<file path="src/rtl/dmem_pkg.sv">
// dmem_pkg: shared constants and FSM encoding for the MEM-stage access unit.
// The optional response timeout is enabled with the DMEM_TIMEOUT_EN macro.
package dmem_pkg;

  localparam logic [2:0] F3_B  = 3'b000;
  localparam logic [2:0] F3_H  = 3'b001;
  localparam logic [2:0] F3_W  = 3'b010;
  localparam logic [2:0] F3_BU = 3'b100;
  localparam logic [2:0] F3_HU = 3'b101;

  localparam logic [3:0] WORD_MASK = 4'hF;

  typedef enum logic [1:0] {
    ST_IDLE = 2'd0,
    ST_REQ  = 2'd1,
    ST_RESP = 2'd2,
    ST_DONE = 2'd3
  } dmem_state_t;

  // Reserved funct3 encodings are reported as misaligned so they never reach memory.
  function automatic logic is_misaligned(input logic [2:0] funct3, input logic [1:0] lo);
    logic mis;
    case (funct3)
      F3_B, F3_BU: mis = 1'b0;
      F3_H, F3_HU: mis = lo[0];
      F3_W:        mis = (lo != 2'b00);
      default:     mis = 1'b1;
    endcase
    return mis;
  endfunction

endpackage

</file>
<file path="src/rtl/dmem_store_align.sv">
// dmem_store_align: combinational store-lane replication, word address and
// alignment check for the instruction sitting in the EX/MEM register.
module dmem_store_align
  import dmem_pkg::*;
(
  input  logic [31:0] addr,
  input  logic [2:0]  funct3,
  input  logic [31:0] wdata,
  output logic [31:0] lane_wdata,
  output logic [31:0] word_addr,
  output logic        misaligned
);

  assign word_addr  = {addr[31:2], 2'b00};
  assign misaligned = is_misaligned(funct3, addr[1:0]);

  // Replicate the narrow store value into every lane; the byte mask picks the live lane.
  always_comb begin
    lane_wdata = wdata;
    case (funct3)
      F3_B, F3_BU: lane_wdata = {4{wdata[7:0]}};
      F3_H, F3_HU: lane_wdata = {2{wdata[15:0]}};
      default:     lane_wdata = wdata;
    endcase
  end

endmodule

</file>
<file path="src/rtl/dmem_access_unit.sv">
// dmem_access_unit: MEM-stage load/store sequencer (IDLE -> REQ -> RESP -> DONE).
// Issues one word-aligned request per memory instruction, stalls the pipeline
// until the response returns and holds the raw load word for the formatter.
// Define DMEM_TIMEOUT_EN to abort a response wait after TIMEOUT_CYCLES cycles.
module dmem_access_unit
  import dmem_pkg::*;
#(
  parameter int TIMEOUT_CYCLES = 64,
  parameter int CNT_W          = 7
) (
  input  logic        clk,
  input  logic        rst,
  input  logic        ex_valid,
  input  logic        ex_we,
  input  logic [31:0] ex_addr,
  input  logic [31:0] ex_wdata,
  input  logic [2:0]  ex_funct3,
  input  logic [3:0]  fmt_wmask,
  output logic        stall,
  output logic        misaligned,
  output logic        mem_req_valid,
  input  logic        mem_req_ready,
  output logic [31:0] mem_req_addr,
  output logic        mem_req_we,
  output logic [3:0]  mem_req_wmask,
  output logic [31:0] mem_req_wdata,
  input  logic        mem_rsp_valid,
  input  logic [31:0] mem_rsp_rdata,
  output logic [31:0] ld_raw,
  output logic        ld_valid,
  output logic        bus_err
);

  dmem_state_t state_r;
  logic [31:0] lane_wdata;
  logic [31:0] word_addr;
  logic        addr_mis;

  dmem_store_align u_align (
    .addr       (ex_addr),
    .funct3     (ex_funct3),
    .wdata      (ex_wdata),
    .lane_wdata (lane_wdata),
    .word_addr  (word_addr),
    .misaligned (addr_mis)
  );

  // Stall must rise in the accepting IDLE cycle itself, so it is decoded from state and inputs.
  always_comb begin
    stall      = 1'b0;
    misaligned = 1'b0;
    case (state_r)
      ST_IDLE: begin
        stall      = ex_valid & ~addr_mis;
        misaligned = ex_valid & addr_mis;
      end
      ST_REQ:  stall = 1'b1;
      ST_RESP: stall = 1'b1;
      ST_DONE: stall = 1'b0;
      default: stall = 1'b0;
    endcase
  end

`ifdef DMEM_TIMEOUT_EN
  localparam logic [CNT_W-1:0] TMO_LAST = CNT_W'(TIMEOUT_CYCLES - 1);
  logic [CNT_W-1:0] tmo_cnt_r;
  logic             tmo_hit;

  assign tmo_hit = (tmo_cnt_r == TMO_LAST);

  // Count cycles spent in RESP; held at zero everywhere else so each wait starts fresh.
  always_ff @(posedge clk) begin
    if (rst) begin
      tmo_cnt_r <= {CNT_W{1'b0}};
    end else if (state_r != ST_RESP) begin
      tmo_cnt_r <= {CNT_W{1'b0}};
    end else begin
      tmo_cnt_r <= tmo_cnt_r + CNT_W'(1);
    end
  end
`endif

  // Request/response sequencer with registered memory-port and load outputs.
  always_ff @(posedge clk) begin
    if (rst) begin
      state_r       <= ST_IDLE;
      mem_req_valid <= 1'b0;
      mem_req_addr  <= 32'h0;
      mem_req_we    <= 1'b0;
      mem_req_wmask <= 4'h0;
      mem_req_wdata <= 32'h0;
      ld_raw        <= 32'h0;
      ld_valid      <= 1'b0;
      bus_err       <= 1'b0;
    end else begin
      ld_valid <= 1'b0;
      bus_err  <= 1'b0;
      case (state_r)
        ST_IDLE: begin
          if (ex_valid && !addr_mis) begin
            state_r       <= ST_REQ;
            mem_req_valid <= 1'b1;
            mem_req_addr  <= word_addr;
            mem_req_we    <= ex_we;
            mem_req_wmask <= ex_we ? (fmt_wmask & WORD_MASK) : 4'h0;
            mem_req_wdata <= lane_wdata;
          end else begin
            state_r <= ST_IDLE;
          end
        end
        ST_REQ: begin
          if (mem_req_ready) begin
            state_r       <= ST_RESP;
            mem_req_valid <= 1'b0;
          end else begin
            state_r <= ST_REQ;
          end
        end
        ST_RESP: begin
          if (mem_rsp_valid) begin
            state_r <= ST_DONE;
            if (!mem_req_we) begin
              ld_raw   <= mem_rsp_rdata;
              ld_valid <= 1'b1;
            end
          end
`ifdef DMEM_TIMEOUT_EN
          else if (tmo_hit) begin
            state_r <= ST_DONE;
            bus_err <= 1'b1;
            if (!mem_req_we) begin
              ld_raw   <= 32'h0;
              ld_valid <= 1'b1;
            end
          end
`endif
          else begin
            state_r <= ST_RESP;
          end
        end
        // ex_valid still shows the finished instruction here, so it is not re-sampled.
        ST_DONE: state_r <= ST_IDLE;
        default: state_r <= ST_IDLE;
      endcase
    end
  end

endmodule

</file>
<file path="config.mk">
export PLATFORM = sky130hd
export DESIGN_NAME = dmem_access_unit
export DESIGN_NICKNAME = d
export VERILOG_FILES = /design/src/rtl/dmem_pkg.sv /design/src/rtl/dmem_store_align.sv /design/src/rtl/dmem_access_unit.sv
export SDC_FILE = /design/constraint.sdc
export NUM_CORES = 1
export LEC_CHECK = 0
export CAP_MARGIN = 20
export CORE_ASPECT_RATIO = 1.25
export CORE_MARGIN = 10
export CORE_UTILIZATION = 35
export DETAILED_ROUTE_END_ITERATION = 6
export GPL_ROUTABILITY_DRIVEN = 0
export MAX_ROUTING_LAYER = met4
export PLACE_DENSITY = 0.81
export SLEW_MARGIN = 20
export SYNTH_ARGS = -nofsm -noshare
export SYNTH_HDL_FRONTEND = slang
export SYNTH_SLANG_ARGS = --single-unit
</file>
<file path="constraint.sdc">
create_clock -name clk -period 4 [get_ports clk]
set_clock_uncertainty 0.15 [all_clocks]
set_input_delay 0.4 -clock clk [delete_from_list [all_inputs] [get_ports clk]]
set_output_delay 0.4 -clock clk [all_outputs]
set_load 0.005 [all_outputs]
</file>
**Word-level counts from Yosys, hierarchy flattened**

Cells that the tools add are included.

- Flip-flop bits (word level): 103
- Output and inout port bits: 106

- Eq/ne operators: 9
- Muxes and demuxes: 13
- Bitwise gates (word level): 6
- Reductions and logical operators: 13

Operators with widths:

| kind | count |
|---|---|
| $pmux 32 s2 | 1 |
| $pmux 2 s4 | 1 |
| $eq 3x3->1 const B | 2 |
| $mux 1 | 6 |
| $pmux 1 s3 | 2 |
| $reduce_and 3->1 | 2 |
| $reduce_or 2->1 | 3 |
| $eq 2x2->1 const B | 2 |
| $mux 4 | 1 |
| $ne 2x2->1 const B | 2 |
| $not 1->1 | 4 |
| $reduce_bool 2->1 | 2 |
| $eq 3x1->1 const B | 1 |
| $eq 3x2->1 const B | 1 |
| $logic_not 3->1 | 1 |
| $reduce_or 3->1 | 1 |
| $and 1x1->1 | 2 |
| $eq 2x1->1 const B | 1 |
| $logic_not 2->1 | 1 |
| $mux 2 | 1 |
| $pmux 1 s2 | 1 |
| $reduce_and 2->1 | 1 |
| $logic_and 1x1->1 | 1 |
| $logic_not 1->1 | 1 |

**Depth between registers and ports, before layout**

- Depth after elaboration: 7
- Depth in mapped cells: 8
- Depth with buffers taken out: 6

**Hierarchy**

Synthesis repeated with hierarchy kept, for this count alone.

- Cell total of the unflattened synthesis: 559
- Area total of the unflattened synthesis: 4439.3 µm²

Modules (own cells, without submodules):

| module | times used | cells an instance | area an instance (µm²) | seq. area each (µm²) |
|---|---|---|---|---|
| dmem_access_unit | 1 | 470 | 3727.3 | 2102.0 |
| dmem_store_align | 1 | 89 | 711.9 | 0.0 |

**Worst setup path after synthesis**

OpenSTA, ideal clock, no wires.

- Kind: input -> output
- Start: input port ex_funct3[0]
- End: output port stall
- Arrival: 1.326 ns
- Required time: 3.450 ns
- Path slack: 2.124 ns
- Stages: 5
- Buffers on the path: 2
- Cell sequence: buf_6 > a21oi_1 > o21bai_2 > clkbuf_1 > o21ai_0

- Longest elaborated chain between the ends: 6

RTL lines:

| what | RTL line | text |
|---|---|---|
| from (decl) | dmem_access_unit.sv:17 | `input logic [2:0] ex_funct3,` |
| $eq 3x1->1 (tied with other cells) | dmem_pkg.sv:23 | `case (funct3)` |
| $reduce_or 2->1 | dmem_pkg.sv:23 |  |
| $pmux 1 s3 * | dmem_pkg.sv:23 |  |
| $not 1->1 * | dmem_access_unit.sv:54 | `stall = ex_valid & ~addr_mis;` |
| $and 1x1->1 * | dmem_access_unit.sv:54 |  |
| $pmux 1 s3 * | dmem_access_unit.sv:52 | `case (state_r)` |
| to (decl) | dmem_access_unit.sv:19 | `output logic stall,` |

Mark *: on every way between the ends. The rest lies on a longest branch, timed or not.

**Worst setup path in the final report**

Ends and elaborated chain as after synthesis.

==> out/results.txt <==
status -> finished, final reports clean
core area -> 11200 µm²
Synth Area in Adders -> 0.930%
xor and xnor area share after synthesis -> 0%
dominant cells by area after synthesis -> dfxtp_1 (51%), nand2_1 (17%), a21oi_1 (11%)
Worst VDD drop -> 0.202 mV
Cell Pwr Density -> 362 nW/µm²
Leak -> 2.26 nW
worst setup path start -> ex_funct3[0]
ratio of routed vias to standard cells -> 4.90
Crit Path Class -> in2out
Tmin final -> 2.66 ns
Initial Utilization -> 36.1%
number of synthesized flops with an enable pin -> 0
Seq cells post-synth -> 103
total CTS buffers -> 9
DRT iter0 DRCs -> 274
DIE AREA -> 16300 µm²
area grow syn2layout -> 59.9%
die width -> 116 µm
antenna viol nets, final -> 0
DR WL/cell -> 16.9 µm
proportion of synthesized area in mux cells -> 3.97%
Post-CTS Setup Inserts -> 0
CP endpoint -> stall
DRT Pass-1 Iters -> 7
# rows -> 43
worst-margin pin slew -> 1.08 ns
Synth Cell Area -> 4040 µm²
first-pass GRT wire length -> 21.6 mm
DR vias -> 4075
r2r endpoint -> mem_req_wdata[15]
worst-path fanout max -> 4
largest net degree at the start of global routing -> 104
post-synth top area share -> 51.1%
layout cell share with drive strength beyond 1 -> 3.88%
Antenna Cells -> 0
async set or reset register ratio after synthesis -> 0%
slew margin rel. -> 27.8%
final hold vios -> 0
clock sinks -> 103
TritonCTS clock tree -> yes
# hold bufs at CTS -> 0
cell with the most instances after synthesis -> nand2_1
H-Tree Depth -> 3
GRT Total Usage -> 17.2%
Final Cell Area -> 6450 µm²
simple logic cell fraction of the synthesized area -> 20.5%
Worst-path clk slew -> 0.07 ns
# Max-Cap Violations -> 0
R2R Setup Slk -> 1.62 ns
part of the cycle the worst path needs -> 66.6%
Skew-Pair Late Insertion Delay -> 0.33 ns
Critical R2R Launch -> state_r[0]
critical path launch point type -> input pin
I/O pin count -> 215
synthesized instance count -> 505
Synth cell types -> 24
compound-gate portion of the synthesized area -> 17.4%
count of final setup violators -> 0
TNS Setup -> 0 ns
number of global-route vias before repair -> 4042
Worst EP required -> 3.45 ns
Fill cells -> 1024
clock buffer depth -> 2
port bufs -> 211
Final Net Count -> 803
sequential area share after synthesis -> 51.1%
ys flop type -> dfxtp_1
Die Y -> 140 µm
hold crit path type -> reg2reg
largest area contributor in the netlist -> dfxtp_1
post-detailed-placement cell area -> 6130 µm²
CP endpoint kind -> output pin
count of pins over their slew limit -> 0
fmax -> 0.375 GHz
initial antenna violation count -> 0
RSZ-0062 raised after global routing -> no
number of remaining DRC errors -> 0
root buf cell -> clkbuf_16
Hold WS -> 0.303 ns
Synth top cells by count -> nand2_1 (182), dfxtp_1 (103), a21oi_1 (87)
WP data arrival -> 2.11 ns
combinational family with the most area after synthesis -> simple AND/OR/NAND/NOR gates
Synth Area per Inst -> 7.99 µm²
Detailed Place HPWL -> 10.6 mm
final global-route overflow total -> 0
CTS resizes -> 0
R2R depth -> 6
final wirelength -> 14.1 mm
warnings from Yosys -> 0
-- stage by stage --
step / instances / util [%] / worst slack, ns / total power [mW]
floorplan: 507 / - / 2.12 / 1.23
global placement: 815 / 54.8 / 1.18 / 1.44
detailed placement: 815 / 54.8 / 1.11 / 1.45
CTS: 831 / 57.6 / 1.32 / 2.36
global route: 831 / 57.7 / 1.24 / 2.43
finish: 831 / 57.7 / 1.34 / 2.34
-- cell families (layout without fill, tap and decap cells) --
logic type,count (synthesis),in the layout
AOI/OAI and AO/OA,125,125
and+or+nand+nor,212,212
DFF,103,103
muxes,16,16
adders and majority gates,3,3
buffers and inverters,45,234
other,1,3
-- layout by cell type (no fill, tap or decap) --
cell	n
a311oi_2	2
mux2i_1	16
a21oi_1	87
buf_4	4
inv_6	1
o21ai_0	19
a311oi_1	6
clkinvlp_4	1
clkbuf_8	3
nor2_4	1
nor3_1	1
nand2b_1	1
bufinv_16	1
nor2_1	20
clkbuf_16	9
ha_1	3
a211oi_1	8
nand3_1	5
or2_2	1
o21bai_4	1
nor4_4	1
o21ba_4	1
inv_1	4
dfxtp_1	103
conb_1	3
nand2_1	182
clkdlybuf4s50_1	210
a31oi_1	1
clkinv_2	1
-- registers in the layout, summed over array words and instances, names as in the netlist, named ones only --
register,flops
ld_valid,1
mem_req_valid,1
mem_req_we,1
ld_raw,32
mem_req_addr,30
mem_req_wmask,4
mem_req_wdata,32
state_r,1
-- layer usage --
metal	share of wire (%)	GRT usage, %	up-vias
li1	-	-	2023
met1	37	17.7	1851
met2	51	29.6	173
met3	8.7	5.04	28
met4	2.7	7.59	0
met5	0	-	-
-- report_power, final --
part | leakage [nW] | internal [mW] | switching, mW
sequential | 0.837 | 1.06 | 0.0197
combinational | 1.26 | 0.199 | 0.144
clock | 0.155 | 0.538 | 0.374
total | 2.26 | 1.80 | 0.537
-- worst max-delay path, cell delays in order --
cell and delay (ns):
clkdlybuf4s50_1 0.49, nor4_4 0.45, o21bai_4 0.11, o21ai_0 0.11, clkdlybuf4s50_1 0.55
-- worst min path at each step --
stage | startpoint | endpoint | slack [ns] | depth (start not counted)
floorplan | mem_req_wmask[0] | mem_req_wmask[0] | 0.30 | 2
global placement | mem_req_wmask[0] | mem_req_wmask[0] | 0.29 | 2
detailed placement | mem_req_wmask[2] | mem_req_wmask[2] | 0.30 | 2
CTS | mem_req_wmask[2] | mem_req_wmask[2] | 0.30 | 2
global route | mem_req_wmask[2] | mem_req_wmask[2] | 0.32 | 2
finish | mem_req_wmask[2] | mem_req_wmask[2] | 0.30 | 2
-- final cells by class --
cell class	count	area (µm²)	share of cell area, %
Clock buffer	12	267	4.13
Clock inverter	4	51.3	0.795
Sequential cell	103	2060	32.0
Inverter	4	15.0	0.233
Tap cell	135	169	2.62
Multi-Input combinational cell	359	1760	27.2
Timing Repair Buffer	214	2130	33.0
Note: power is estimated with default switching activity, not from simulation.
